$ cat src/rtl/dna_reader.sv
// Serial reader for the DNA_PORT primitive. It generates the primitive's clock, pulses READ
// to load the shift chain, shifts DW bits out MSB first and then holds the captured value.
module dna_reader #(
   parameter int DIV = 4,
   parameter int DW  = 57
) (
   input  logic          clk,
   input  logic          rstn,
   input  logic          restart,
   input  logic          dna_dout,
   output logic          dna_clk,
   output logic          dna_read,
   output logic          dna_shift,
   output logic [DW-1:0] dna_value,
   output logic          dna_done
);

   localparam int CW = (DIV > 1) ? $clog2(DIV) : 1;
   localparam int BW = $clog2(DW + 1);

   typedef enum logic [1:0] {READ, SHIFT, DONE} state_t;

   state_t        state;
   logic [CW-1:0] cnt;
   logic [BW-1:0] bits;
   logic [DW-1:0] sr;
   logic          tick;
   logic          fall;

   // dna_dout is sampled on the edge that drives dna_clk low, giving the primitive a full
   // half-period after its rising edge to present the next bit.
   assign tick = (cnt == CW'(DIV - 1));
   assign fall = tick && dna_clk;

   // NOTE: every register here, including the shift register, is reset and updated with
   // non-blocking assignments so all outputs change together on one edge.
   always_ff @(posedge clk or negedge rstn) begin
      if (!rstn) begin
         state     <= READ;
         cnt       <= '0;
         bits      <= '0;
         sr        <= '0;
         dna_clk   <= 1'b0;
         dna_read  <= 1'b1;
         dna_shift <= 1'b0;
         dna_value <= '0;
         dna_done  <= 1'b0;
      end else begin
         if (state != DONE) begin
            if (tick) begin
               cnt     <= '0;
               dna_clk <= ~dna_clk;
            end else begin
               cnt <= cnt + 1'b1;
            end
         end

         case (state)
            READ: begin
               if (fall) begin
                  sr        <= {sr[DW-2:0], dna_dout};
                  bits      <= BW'(1);
                  dna_read  <= 1'b0;
                  dna_shift <= 1'b1;
                  state     <= SHIFT;
               end
            end

            SHIFT: begin
               if (fall) begin
                  sr   <= {sr[DW-2:0], dna_dout};
                  bits <= bits + 1'b1;
                  if (bits == BW'(DW - 1)) begin
                     dna_value <= {sr[DW-2:0], dna_dout};
                     dna_done  <= 1'b1;
                     dna_shift <= 1'b0;
                     dna_clk   <= 1'b0;
                     cnt       <= '0;
                     state     <= DONE;
                  end
               end
            end

            DONE: begin
               // dna_value is deliberately left alone so it stays valid until the next read ends
               if (restart) begin
                  cnt      <= '0;
                  bits     <= '0;
                  dna_clk  <= 1'b0;
                  dna_read <= 1'b1;
                  dna_done <= 1'b0;
                  state    <= READ;
               end
            end

            default: state <= READ;
         endcase
      end
   end

endmodule
$ cat config.mk
export PLATFORM = sky130hd
export DESIGN_NAME = dna_reader
export DESIGN_NICKNAME = d
export VERILOG_FILES = /design/src/rtl/dna_reader.sv
export SDC_FILE = /design/constraint.sdc
export NUM_CORES = 1
export LEC_CHECK = 0
export ABC_AREA = 0
export BUFFER_PORTS_ARGS = -buffer_cell sky130_fd_sc_hd__clkbuf_2
export CORE_MARGIN = 4
export CORE_UTILIZATION = 57
export DETAILED_ROUTE_END_ITERATION = 6
export GPL_ROUTABILITY_DRIVEN = 0
export PLACE_DENSITY = 0.76
export SYNTH_ARGS = -nofsm -noshare
export SYNTH_HDL_FRONTEND = slang
export SYNTH_SLANG_ARGS = --single-unit
$ cat constraint.sdc
create_clock -name clk -period 2.75 [get_ports clk]
set_clock_uncertainty 0.2 [all_clocks]
set_input_delay 0.55 -clock clk [delete_from_list [all_inputs] [get_ports clk]]
set_output_delay 0.55 -clock clk [all_outputs]
set_load 0.02 [all_outputs]
; Yosys cells after proc, flatten, opt, wreduce, memory -nomap -nowiden
; Cells that the tools add are included.
[word_totals]
reg_bits = 127
inputBits = 4
[classes]
n_addsub = 2
eq_ne = 9
n_mux = 32
bitwise_logic = 1
n_reduce_logical = 14
[op_table]
columns = operator, n
row1 = $mux 2, 9
row2 = $mux 6, 3
row3 = $pmux 6 s3, 1
row4 = $reduce_and 4->1, 4
row5 = $mux 1, 13
row6 = $ne 2x2->1 const B, 5
row7 = $pmux 1 s2, 4
row8 = $add 6x1->6 const B, 1
row9 = $eq 6x6->1 const B, 1
row10 = $pmux 2 s3, 1
row11 = $reduce_and 3->1, 2
row12 = $reduce_bool 2->1, 3
row13 = $eq 2x2->1 const B, 2
row14 = $pmux 2 s2, 1
row15 = $reduce_bool 3->1, 1
row16 = $add 2x1->2 const B, 1
row17 = $eq 2x1->1 const B, 1
row18 = $logic_not 2->1, 1
row19 = $reduce_and 2->1, 1
row20 = $reduce_or 2->1, 1
row21 = $logic_and 1x1->1, 1
row22 = $not 1->1, 1

; Longest topological paths before layout
[logic_depth]
depth_word = 6
depth_mapped = 8

; Least setup slack after synthesis
; Ideal clock, no wire load.
[synth_path]
path_kind = reg-to-reg
start = register cnt[0]
end = register dna_value[16]
setup_ns = 0.125
t_arrival_ns = 1.903
t_required_ns = 2.425
slack_ns = 0.522
stages_incl_launch_ff = 8
path_buffers = 2
path_cell_list = dfrtp_1 ha_1 ha_1 and4b_1 nand3_1 buf_2 buf_2 mux2_2
[synth_between]
elab_chain_len = 3
[synth_rtl]
columns = element, line_no
row1 = "start, declared", 24  ; logic [CW-1:0] cnt;
row2 = "start signal, assigned", 54  ; cnt <= cnt + 1'b1;
row3 = $eq 2x2->1, 32  ; assign tick = (cnt == CW'(DIV - 1));
row4 = $logic_and 1x1->1, 33  ; assign fall = tick && dna_clk;
row5 = $reduce_and 3->1 (no source line), -
row6 = "end signal, assigned", 74  ; dna_value <= {sr[DW-2:0], dna_dout};
row7 = "end, declared", 14  ; output logic [DW-1:0] dna_value,
; No other way between the ends.
; A chain may end at the register's enable or synchronous reset.

; Worst setup path in the final report
[layout_path]
start = register cnt[0]
end = register bits[4]
[layout_between]
elab_chain_len = 4
[layout_rtl]
columns = element, line_no
row1 = $eq 2x2->1 (*), 32
row2 = $logic_and 1x1->1 (*), 33
row3 = $ne 2x2->1 (no source line), -
row4 = $reduce_and 4->1 (no source line) (*), -
row5 = "end signal, assigned", 72  ; bits <= bits + 1'b1;
row6 = "end, declared", 25  ; logic [BW-1:0] bits;
; Mark *: on every way between the ends. The rest lies on a longest branch, timed or not.

==> flow_summary.ini <==
[detailed_routing]
first_pass_iters = 4
avgRoutedWirePerCell_um = 16.8
route.vias.total = 2930
wl_mm = 8.95
ant_nets = 0
drc = 0
via_per_inst = 5.51
drt_iter0_markers = 128

[timing]
tns_ps = 0
timing.fmax_mhz = 414
setup_viol = 0
fin_crit_sh_pct = 87.8
period_minus_slack_ps = 2410
final_max_slew_viol_count = 0
max_slew_margin_pct = 69.8
worst_pin_slew_ps = 448
worst_hold_slack_ps = 89.4
grt_setup_unrepaired = false
fin_ws_ps = 335
hold_violations = 0

[logic_synthesis]
synth_cells = 333
syn-cell-area_um2 = 5030
yosys-top-cells-area = dfrtp_1 63%, mux2_2 25%, ha_1 2.0%
synthXorXnorAreaFrac_pct = 0
synth_compound_area_share_pct = 3.01
ys_seq_area_share_pct = 63.2
syn-num-nets = 345
synth-warning-count = 0
synth-simple-area-share_pct = 4.05
yosys_most_used_dff = dfrtp_1
yosysMostFrequentCell = dfrtp_1
synth_top_family_by_area = multiplexers
synthAdderAreaFrac_pct = 1.99
synth_seq_cells = 127
synth_mux_area_share_pct = 25.7
synth_edf_count = 0
syn_avg_cell_area_um2 = 15.1
yosysTopAreaCell = dfrtp_1
synth.top_cells.by_count = 126 x dfrtp_1, 113 x mux2_2, 12 x o21ai_0
synth_top_area_share_pct = 62.7
async_flop_share_pct = 100
synthDistinctLibCells = 34

[floorplanning]
io_pins = 65
die_x_um = 102
dieArea_um2 = 10400
rows = 34
die_y_um = 102
fp.coreArea_um2 = 8640
initial_core_util_pct = 58.2

[pwr]
power_density_nw_per_um2 = 782
ir_drop_v = 0.000502
p_total_mw = 4.80
seqPwrFrac_pct = 42.4
power_switching_mw = 1.20
combPwrFrac_pct = 10.3
intPower_mw = 3.60
p_sw_share_pct = 25.0
p_clk_share_pct = 47.2
p_leak_nw = 3.23

[worst_setup_path]
worstSetupEndpointType = register
ff2ff_setup_slack_ps = 340
crit_start = cnt[0]
timing.rr.end = bits[4]
critical_path_class = reg -> reg
r2r_cells = 6
cp_max_fo = 7
r2r-start = cnt[0]
worstPathArrival_ps = 2650
required_ps = 2990
critPathLaunchType = register

[status]
outcome = finished clean

[clock_network]
cts_inserted_buffers = 17
clk_latency_ps = 510
root_buffer = clkbuf_8
cts_setup_buffers = 0
clock_path_buffers = 2
cts.sinks = 127
cts_resized = 0
h-tree-depth = 4
cts_tree = done
cts.reportedPaths.clkPinSlew_ps = 60

[global_routing]
grt_max_degree = 49
grt_pass1_wl_mm = 15.1
grt_use_met3_pct = 7.78
grt_use_met1_pct = 23.8
grt_pass1_vias = 3084
grt_remaining_overflow = 0
gr-usage-met2_pct = 30.4
grt-busiest-layer = met2
antenna_found_initial = 0
grt.total_usage_pct = 19.1

[placement]
place_hpwl_mm = 5.69
placedCellCount = 499
io_buffers = 64
placed_area_um2 = 5520
place_ws_ps = 401

[final_layout]
fin_util_pct = 71.1
final_area_um2 = 6140
layout.cells.non_filler = 532
num_antenna_cells = 0
fin_nets = 423
drive_gt1_share_pct = 52.8
synthToLayoutAreaGrowth_pct = 22.0

[min_path]
holdPathStages = 2
hold_end = sr[0]
hold_path.startpoint = dna_dout
hold_class = in -> reg

[job]
cap_violations = 0
==> layout make-up <==
class / count / area (um2)
Timing Repair Buffer: 75 / 433
Clock inverter: 14 / 181
Clock buffer: 18 / 428
Fill cell: 589 / 2500
Sequential cell: 127 / 3180
Multi-Input combinational cell: 186 / 1760
Tap cell: 108 / 135
Inverter: 4 / 15.0
==> power groups by stage <==
stage | logic [mW] | clock network [mW] | registers [mW]
finish | 0.497 | 2.27 | 2.04
global route | 0.568 | 2.39 | 2.05
CTS | 0.506 | 2.29 | 2.04
detailed placement | 0.500 | 0 | 2.07
global placement | 0.483 | 0 | 2.06
floorplan | 0.343 | 0 | 2.05
==> what timing repair did <==
action,CTS,global route
hold buffers,1,0
setup endpoints to repair,0,0
hold endpoints to repair,26,0
==> critical path, cell delays in order (launching register included) <==
cell and delay [ps]:
dfrtp_1 390, ha_1 200, ha_1 310, o21ba_2 210, or3_1 400, or4_1 540
nand3_1 100
==> sequential cells by signal, indices dropped and copies added (netlist names) <==
name and cells:
cnt 2, state 2, dna_shift 1, dna_clk 1
dna_done 1, sr 56, dna_read 1, dna_value 57
bits 6
==> cell usage in the layout, fill, tap and decap left out, drive strengths merged <==
cell,n
mux2,113
mux2i,2
o311ai,1
clkinvlp,3
nand4b,1
inv,9
nor2b,2
o31ai,1
dfstp,1
o21ba,1
nand2,6
and3,1
nand3,11
nor3,2
buf,11
and2,2
dfrtp,126
a31oi,2
and4b,1
or4,1
clkinv,3
nand2b,1
nand4,2
o41ai,1
o21ai,12
or3,1
dlygate4sd3,1
o2bb2ai,1
a21oi,7
nor2,5
or2b,1
ha,8
bufinv,3
clkbuf,81
==> per-layer routing <==
layer / wire (um) / up-vias
li1: - / 1352
met1: 3810 / 1495
met2: 4430 / 73
met3: 583 / 10
met4: 129 / 0
met5: 0 / -
==> cell families (layout without fill, tap and decap cells) <==
| group | after synthesis | in the layout |
|---|---|---|
| DFF | 127 | 127 |
| adders and majority gates | 8 | 8 |
| and+or+nand+nor | 37 | 37 |
| muxes | 115 | 115 |
| AOI/OAI and AO/OA | 26 | 26 |
| buffers and inverters | 20 | 111 |
==> worst max-delay path by stage <==
stage | end | depth (start not counted)
floorplan | dna_value[16] | 7
global placement | dna_value[40] | 6
detailed placement | bits[4] | 6
CTS | bits[4] | 6
global route | bits[4] | 6
finish | bits[4] | 6
(Power assumes the default switching activity.)
